## config.mk

```make
export PLATFORM = sky130hd
export DESIGN_NAME = semaphore_phase_controller
export DESIGN_NICKNAME = d
export VERILOG_FILES = /design/src/rtl/semaphore_pkg.sv /design/src/rtl/semaphore_tick_timer.sv /design/src/rtl/semaphore_phase_controller.sv
export SDC_FILE = /design/constraint.sdc
export NUM_CORES = 1
export LEC_CHECK = 0
export BUFFER_PORTS_ARGS = -buffer_cell sky130_fd_sc_hd__buf_2
export CELL_PAD_IN_SITES_DETAIL_PLACEMENT = 1
export CELL_PAD_IN_SITES_GLOBAL_PLACEMENT = 2
export CORE_MARGIN = 10
export CORE_UTILIZATION = 28
export DETAILED_ROUTE_END_ITERATION = 16
export HOLD_SLACK_MARGIN = 0.03
export PLACE_DENSITY = 0.81
export SYNTH_ARGS = -nofsm -noshare
export SYNTH_HDL_FRONTEND = slang
export SYNTH_SLANG_ARGS = --single-unit
export TNS_END_PERCENT = 1
```

## constraint.sdc

```tcl
create_clock -name clock -period 1.75 [get_ports clock]
set_clock_uncertainty 0.2 [all_clocks]
set_input_delay 0.175 -clock clock [delete_from_list [all_inputs] [get_ports clock]]
set_output_delay 0.175 -clock clock [all_outputs]
set_load 0.01 [all_outputs]
```

## src/rtl/semaphore_pkg.sv

```systemverilog
// -----------------------------------------------------------------------------
// semaphore_pkg
//   Shared types and lamp encodings for the multi-road phase controller.
//   - state_e      : controller phase, encoded to match the state_flag output
//   - RED/YELLOW/GREEN/DARK : per-road lamp pattern {red,yellow,green}
//   - P_RED/P_GREEN         : per-crossing pedestrian lamp pattern {red,green}
// -----------------------------------------------------------------------------
package semaphore_pkg;

    typedef enum logic [1:0] {
        ST_GREEN   = 2'd0,
        ST_YELLOW  = 2'd1,
        ST_ALL_RED = 2'd2,
        ST_FLASH   = 2'd3
    } state_e;

    localparam logic [2:0] RED    = 3'b100;
    localparam logic [2:0] YELLOW = 3'b010;
    localparam logic [2:0] GREEN  = 3'b001;
    localparam logic [2:0] DARK   = 3'b000;

    localparam logic [1:0] P_RED   = 2'b10;
    localparam logic [1:0] P_GREEN = 2'b01;

endpackage : semaphore_pkg

```

## src/rtl/semaphore_tick_timer.sv

```systemverilog
// -----------------------------------------------------------------------------
// semaphore_tick_timer
//   Loadable down-counter that advances only on timebase ticks.
//   Ports:
//     clock       in   rising-edge clock
//     reset       in   asynchronous active-high reset, loads RESET_VALUE
//     load        in   load load_value this cycle (wins over tick)
//     load_value  in   CNT_W value to load
//     tick        in   decrement enable
//     count       out  current counter value
//     zero        out  count == 0
// -----------------------------------------------------------------------------
module semaphore_tick_timer #(
    parameter int               CNT_W       = 8,
    parameter logic [CNT_W-1:0] RESET_VALUE = '0
) (
    input  logic             clock,
    input  logic             reset,
    input  logic             load,
    input  logic [CNT_W-1:0] load_value,
    input  logic             tick,
    output logic [CNT_W-1:0] count,
    output logic             zero
);

    logic [CNT_W-1:0] count_q;
    logic [CNT_W-1:0] count_d;

    always_comb begin
        count_d = count_q;
        if (load) begin
            count_d = load_value;
        end else if (tick && (count_q != '0)) begin
            // Holding at zero keeps the counter sane if the owner ever
            // lets a tick pass at zero without reloading.
            count_d = count_q - CNT_W'(1);
        end
    end

    always_ff @(posedge clock or posedge reset) begin
        if (reset) begin
            count_q <= RESET_VALUE;
        end else begin
            count_q <= count_d;
        end
    end

    assign count = count_q;
    assign zero  = (count_q == '0);

endmodule : semaphore_tick_timer

```

## src/rtl/semaphore_phase_controller.sv

```systemverilog
// -----------------------------------------------------------------------------
// semaphore_phase_controller
//   Rotates green among ROADS approaches: GREEN -> YELLOW -> ALL_RED -> next
//   road GREEN, with pedestrian requests shortening the green and a night
//   flashing-yellow mode entered/left through ALL_RED.
//   Ports:
//     clock        in   rising-edge clock
//     reset        in   asynchronous active-high reset
//     tick         in   timebase enable; phase timers advance only on ticks
//     night_mode   in   level request for flashing mode
//     ped_request  in   ROADS push buttons, level-sampled
//     road_lights  out  3*ROADS lamps, road i at [3i+2:3i] = {red,yellow,green}
//     ped_lights   out  2*ROADS lamps, crossing i at [2i+1:2i] = {red,green}
//     active_road  out  road owning green/yellow
//     state_flag   out  present phase (state_e encoding)
//     ped_pending  out  latched, unserved pedestrian requests
// -----------------------------------------------------------------------------
module semaphore_phase_controller
    import semaphore_pkg::*;
#(
    parameter int ROADS           = 2,
    parameter int CNT_W           = 8,
    parameter int GREEN_TICKS     = 30,
    parameter int MIN_GREEN_TICKS = 8,
    parameter int YELLOW_TICKS    = 5,
    parameter int ALL_RED_TICKS   = 2,
    parameter int FLASH_TICKS     = 1
) (
    input  logic                       clock,
    input  logic                       reset,
    input  logic                       tick,
    input  logic                       night_mode,
    input  logic [ROADS-1:0]           ped_request,
    output logic [3*ROADS-1:0]         road_lights,
    output logic [2*ROADS-1:0]         ped_lights,
    output logic [$clog2(ROADS)-1:0]   active_road,
    output logic [1:0]                 state_flag,
    output logic [ROADS-1:0]           ped_pending
);

    localparam int ACT_W = $clog2(ROADS);

    // Timer load values: a phase of N ticks starts at N-1 and exits on the
    // tick that finds the counter at zero.
    localparam logic [CNT_W-1:0] GREEN_LD     = CNT_W'(GREEN_TICKS - 1);
    localparam logic [CNT_W-1:0] MIN_GREEN_LD = CNT_W'(MIN_GREEN_TICKS - 1);
    localparam logic [CNT_W-1:0] YELLOW_LD    = CNT_W'(YELLOW_TICKS - 1);
    localparam logic [CNT_W-1:0] ALL_RED_LD   = CNT_W'(ALL_RED_TICKS - 1);
    localparam logic [CNT_W-1:0] FLASH_LD     = CNT_W'(FLASH_TICKS - 1);
    localparam logic [ACT_W-1:0] LAST_ROAD    = ACT_W'(ROADS - 1);

    state_e             state_q;
    state_e             state_d;
    logic [ACT_W-1:0]   active_q;
    logic [ACT_W-1:0]   active_d;
    logic [ROADS-1:0]   ped_pending_q;
    logic [ROADS-1:0]   ped_pending_d;
    logic               flash_on_q;     // 1 = yellow half of the flash period
    logic               flash_on_d;

    logic               tmr_load;
    logic [CNT_W-1:0]   tmr_value;
    logic [CNT_W-1:0]   tmr_count;
    logic               tmr_zero;
    logic               enter_green;

    semaphore_tick_timer #(
        .CNT_W       (CNT_W),
        .RESET_VALUE (GREEN_LD)
    ) u_timer (
        .clock      (clock),
        .reset      (reset),
        .load       (tmr_load),
        .load_value (tmr_value),
        .tick       (tick),
        .count      (tmr_count),
        .zero       (tmr_zero)
    );

    // -------------------------------------------------------------------------
    // Next-state logic
    // -------------------------------------------------------------------------
    always_comb begin
        state_d    = state_q;
        active_d   = active_q;
        flash_on_d = flash_on_q;
        tmr_load   = 1'b0;
        tmr_value  = '0;

        case (state_q)
            ST_GREEN: begin
                // A waiting pedestrian on the green road trims the remaining
                // green; this reload takes the place of the tick decrement.
                if (ped_pending_q[active_q] && (tmr_count > MIN_GREEN_LD)) begin
                    tmr_load  = 1'b1;
                    tmr_value = MIN_GREEN_LD;
                end else if (tick && tmr_zero) begin
                    state_d   = ST_YELLOW;
                    tmr_load  = 1'b1;
                    tmr_value = YELLOW_LD;
                end
            end

            ST_YELLOW: begin
                if (tick && tmr_zero) begin
                    state_d   = ST_ALL_RED;
                    tmr_load  = 1'b1;
                    tmr_value = ALL_RED_LD;
                end
            end

            ST_ALL_RED: begin
                if (tick && tmr_zero) begin
                    tmr_load = 1'b1;
                    if (night_mode) begin
                        state_d    = ST_FLASH;
                        flash_on_d = 1'b1;
                        tmr_value  = FLASH_LD;
                    end else begin
                        state_d   = ST_GREEN;
                        active_d  = (active_q == LAST_ROAD) ? '0 : active_q + ACT_W'(1);
                        tmr_value = GREEN_LD;
                    end
                end
            end

            ST_FLASH: begin
                if (tick && tmr_zero) begin
                    tmr_load = 1'b1;
                    if (!night_mode) begin
                        // Parking on the last road makes the ALL_RED exit
                        // wrap green back to road 0.
                        state_d   = ST_ALL_RED;
                        active_d  = LAST_ROAD;
                        tmr_value = ALL_RED_LD;
                    end else begin
                        flash_on_d = ~flash_on_q;
                        tmr_value  = FLASH_LD;
                    end
                end
            end

            default: begin
                state_d = ST_GREEN;
            end
        endcase
    end

    assign enter_green = (state_d == ST_GREEN) && (state_q != ST_GREEN);

    // -------------------------------------------------------------------------
    // Per-road request latch and lamp decode
    // -------------------------------------------------------------------------
    genvar gi;
    generate
        for (gi = 0; gi < ROADS; gi++) begin : g_road
            logic       is_active;
            logic [2:0] road_c;
            logic [1:0] ped_c;

            assign is_active = (active_q == ACT_W'(gi));

            // Entering green serves every crossing except the one now
            // blocked by the new green road; the clear beats a new press.
            assign ped_pending_d[gi] = (enter_green && (active_d != ACT_W'(gi)))
                                     ? 1'b0
                                     : (ped_pending_q[gi] | ped_request[gi]);

            always_comb begin
                road_c = RED;
                ped_c  = P_RED;
                case (state_q)
                    ST_GREEN: begin
                        road_c = is_active ? GREEN : RED;
                        ped_c  = is_active ? P_RED : P_GREEN;
                    end
                    ST_YELLOW:  road_c = is_active ? YELLOW : RED;
                    ST_ALL_RED: road_c = RED;
                    ST_FLASH:   road_c = flash_on_q ? YELLOW : DARK;
                    default:    road_c = RED;
                endcase
            end

            assign road_lights[3*gi +: 3] = road_c;
            assign ped_lights[2*gi +: 2]  = ped_c;
        end
    endgenerate

    // -------------------------------------------------------------------------
    // State registers
    // -------------------------------------------------------------------------
    always_ff @(posedge clock or posedge reset) begin
        if (reset) begin
            state_q       <= ST_GREEN;
            active_q      <= '0;
            ped_pending_q <= '0;
            flash_on_q    <= 1'b0;
        end else begin
            state_q       <= state_d;
            active_q      <= active_d;
            ped_pending_q <= ped_pending_d;
            flash_on_q    <= flash_on_d;
        end
    end

    assign active_road = active_q;
    assign state_flag  = state_q;
    assign ped_pending = ped_pending_q;

endmodule : semaphore_phase_controller

```

[Word level (Yosys, flattened, before mapping)]
Cells that the tools add are included.
Operators by class
  equality and inequality tests: 7
  $lt $le $gt $ge: 2
  reduce and logical (&&, ||, !) cells: 15
  bitwise logic cells: 4
  add/subtract/negate cells: 2
  muxes and demuxes: 47
Operators by type and width (number)
  $pmux W8 S4: 1
  $mux W2: 12
  $pmux W3 S4: 2
  $mux W1: 18
  $mux W3: 6
  $mux W8: 2
  $mux W5: 2
  $gt A8 B3 Y1 const B: 1
  $logic_not A8 Y1: 1
  $ne A2 B2 Y1 const B: 4
  $pmux W2 S4: 1
  $reduce_bool A8 Y1: 1
  $sub A8 B1 Y8 const B: 1
  $logic_and A1 B1 Y1: 6
  $pmux W1 S2: 3
  $reduce_bool A2 Y1: 3
  $reduce_and A5 Y1: 1
  $eq A2 B2 Y1 const B: 2
  $logic_not A2 Y1: 2
  $reduce_or A3 Y1: 1
  $eq A2 B1 Y1 const B: 1
  $lt A1 B2 Y1 const B: 1
  $not A1 Y1: 2
  $or A1 B1 Y1: 2
  $add A1 B1 Y1 const B: 1
Storage, ports and cells
  logic and storage cells: 82
  flip-flop bits (word level): 14
  bits of input ports: 6
  output and inout bits: 15

[Depth between registers and ports, before layout]
  word-level depth: 9
  depth in mapped cells: 7
  mapped depth without buffers: 6

[Cells and area by module]
A second synthesis with hierarchy kept.
Second synthesis, totals
  cells, all modules: 115
  area total of the unflattened synthesis: 962.2 um^2
By module, submodules not included
  semaphore_tick_timer: cells each 53, sequential area each 205.2 um^2, area each 500.5 um^2, instances 1
  semaphore_phase_controller: cells each 62, sequential area each 150.1 um^2, area each 461.7 um^2, instances 1

[Worst setup path after synthesis]
OpenSTA, ideal clock, no wires.
  path type: register to register
  from: register u_timer.count_q[5] (netlist: u_timer.count[5])
  to: register u_timer.count_q[2] (netlist: u_timer.count[2])
  path slack: -0.163 ns
  data required time: 1.467 ns
  period minus slack after synthesis: 1.913 ns
  stages on the path, launching flop included: 5
  setup time: 0.083 ns
  data arrival time: 1.630 ns
  path buffers: 1
  cell sequence: dfrtp_1 > or4_4 > or2_0 > clkbuf_2 > o32a_1
Between the ends
  longest elaborated chain between the ends: 6
  elaborated cells between the ends (all ways): 15
  those cells by class: 1 x order compare; 8 x mux; 6 x reduce/logical
RTL lines
  start: declaration: RTL line semaphore_tick_timer.sv:26  | logic [CNT_W-1:0] count_q;
  start signal: assignment: RTL line semaphore_tick_timer.sv:44  | count_q <= count_d;
  branches (longest 6 deep; another with $gt A8 B3 Y1)
Several ways; the timed one is not identified. The select of a mux whose other input is x is not followed.
A chain may end at the register's enable or synchronous reset.

[Worst setup path after layout]
  from: register u_timer.count_q[0] (netlist: u_timer.count[0])
  to: register u_timer.count_q[5] (netlist: u_timer.count[5])
Between the ends
  longest elaborated chain between the ends: 6
  elaborated cells between the ends (all ways): 13
  those cells by class: 1 x add/sub; 1 x order compare; 5 x mux; 6 x reduce/logical
RTL lines
  branches (longest 6 deep; another with $gt A8 B3 Y1)
Several ways; the timed one is not identified. The select of a mux whose other input is x is not followed.

==> flow_summary.toml <==
[global_route]
met2_usage_pct = 17.0
grt_use_total_pct = 9.51
grt_pass1_wl_mm = 4.71
use_met3_pct = 2.10
busiest_layer = "met2"
grt_pass1_vias = 992
antenna_found_initial = 0
overflow = 0
grt_util_met1_pct = 10.7
grt_start_max_net_pins = 15

[finish]
nets = 155
final_cell_area_um2 = 1370
postLayoutCoreUtil_pct = 44.6
area_growth_pct = 51.2
final_cell_mix = "buf_2 (20), buf_4 (17), nor2_1 (9), nand2_1 (9)"
layout_commonest_cell = "buf_2"
insertedDiodeCount = 0
drive_above_1_share_pct = 49.7

[die]
dieArea_um2 = 5920
num_io_pins = 21
start_util_pct = 29.5
core-area_um2 = 3080
core.rowCount = 20
dieHeight_um = 77.0
die_w_um = 77.0

[placement]
place_congestion = 0.831
dpl_cell_area_um2 = 1190
portBuffers = 20
hpwl_mm = 2.18

[sta]
setup-tns-final_ps = -431
drv_slew = 0
min_period_over_period_pct = 106
rsz0062_at_grt = "true"
worst_pin_slew_ps = 590
period_minus_slack_ps = 1860
whs_ps = 148
fmax_mhz = 537
setup_ws_ps = -111
max_slew_margin_pct = 60.6
hold_viol = 0
setup_viol = 9

[cts]
clock-sinks = 14
numCtsBuffers = 3
clk_latency_ps = 290
cts_tree = "yes"
clock_tree.root_cell = "clkbuf_4"
clk_pin_slew_ps = 90
postCtsSetupRepairBufs = 0
cts_max_path_buffers = 2
htree_levels = 1

[routing]
wl_per_cell_um = 15.2
drt-total-wl_mm = 2.88
final_antenna_net_count = 0
vias = 932
drtIter0Drc = 14
firstDrtPassIters = 4
drc = 0
vias_per_cell = 4.93

[worst_setup_path]
cp-end-kind = "flip-flop"
crit_type = "reg -> reg"
crit_chain = "or4_4 -> or4_4 -> a21oi_2"
cp_data_arrival_time_ps = 1890
crit_path_start_kind = "flip-flop"
max_stage_delay_ps = 570
critical_path_required_ps = 1780
crit_slowest_cell = "or4_4"
cp_max_fo = 3
worst_path_most_repeated_cell = "or4_4"

[power]
leakagePower_nw = 0.617
ir_worst_vdd_uv = 699
power_density_nw_per_um2 = 1620

[synth]
synth-main-ff-cell = "dfrtp_1"
yosys_warnings = 0
ys_ff_latch = 14
avgSynthCellArea_um2 = 8.91
syn-cell-area_um2 = 908
ys_types = 37
yosysSeqAreaShare_pct = 39.1
async_flop_share_pct = 100
syn_nets = 111
synth_edf_count = 0
syn_inst = 102

[worst_hold_path]
min_path_type = "in -> reg"

[run]
max_cap_violations = 0

[run_status]
violations = "setup timing"
status = "finished, violations left"
## kinds of logic after synthesis
group                    Yosys count  share of synthesized area (%)
flip-flops                        14                           39.1
AND/OR/NAND/NOR                   43                           27.4
multiplexers                       3                           3.44
XOR/XNOR                           1                          0.964
adder cells (fa/ha/maj)            3                           4.13
buffers and inverters             11                           4.68
AO/OA/AOI/OAI                     27                           20.2
## area by class of cell
class,instances,area [um^2]
sequential,14,358
inverter,7,26.3
clock buffer,4,36.3
timing repair buffer,43,290
tap,44,55.1
multi-input combinational,77,608
fill,352,1700
## cell usage after synthesis, types with 2 or more instances
cell type | number | share of area (%)
nor2_1 | 13 | 5.4
dfrtp_1 | 10 | 28
nand2_1 | 10 | 4.1
a21oi_1 | 9 | 5.0
inv_1 | 7 | 2.9
dfstp_2 | 4 | 12
nand2b_1 | 4 | 2.8
a21boi_0 | 3 | 2.5
clkbuf_1 | 3 | 1.2
ha_1 | 3 | 4.1
nand3_1 | 3 | 1.7
a31oi_1 | 2 | 1.4
and3_1 | 2 | 1.4
mux2i_1 | 2 | 2.2
nor4_1 | 2 | 1.4
o21ai_0 | 2 | 1.1
o31ai_1 | 2 | 1.7
or4_4 | 2 | 2.5
## stage by stage
stage	cells	total power, W	setup WS, ps
3_5_place_dp	181	0.00178	-183
2_1_floorplan	102	0.00124	-79.8
3_3_place_gp	181	0.00174	-148
4_1_cts	189	0.00210	-94.3
5_1_grt	189	0.00239	-183
6_report	189	0.00222	-111
## worst max-delay path: cells and delay by family (launching register included)
family	cells	cell delay, ps
flip-flops	1	380
AO/OA/AOI/OAI	1	130
AND/OR/NAND/NOR	2	1080
## timing repair
| item | 4_1_cts | 5_1_grt |
|---|---|---|
| gates resized for setup | 10 | 20 |
| pin swaps | 3 | 4 |
| hold endpoints to repair | 13 | 0 |
| setup endpoints to repair | 21 | 23 |
| hold buffers | 4 | 0 |
## routing by layer
metal	routed length [um]	part of all wire (%)
met5	0	0
met1	1300	45
met4	42	1.5
met2	1470	51
met3	68	2.4
## flip-flops by register name, summed over array words and instances, names as in the netlist
| signal | count |
|---|---|
| u_timer.count | 8 |
| ped_pending | 2 |
| state_flag | 2 |
| active_road | 1 |
| flash_on_q | 1 |
## where the power goes
part	internal, W	total (W)	leakage [nW]	switching [W]
Sequential	0.000462	0.000574	0.156	0.000112
Combinational	0.000658	0.00140	0.440	0.000739
Clock	0.000127	0.000247	0.0210	0.000120
Total	0.00125	0.00222	0.617	0.000972
## path summary, 6_finish.rpt
kind | from | endpoint | slack [ps] | cells past startpoint
setup / recovery | u_timer.count[0] | u_timer.count[5] | -110 | 3
hold reg to reg | flash_on_q | flash_on_q | 300 | 1
max in group asynchronous | reset | state_flag[1] | 650 | 3
setup reg to reg | u_timer.count[0] | u_timer.count[5] | -110 | 3
min in group asynchronous | reset | u_timer.count[1] | 280 | 3
hold / removal | tick | u_timer.count[1] | 150 | 3
(Power assumes the default switching activity.)
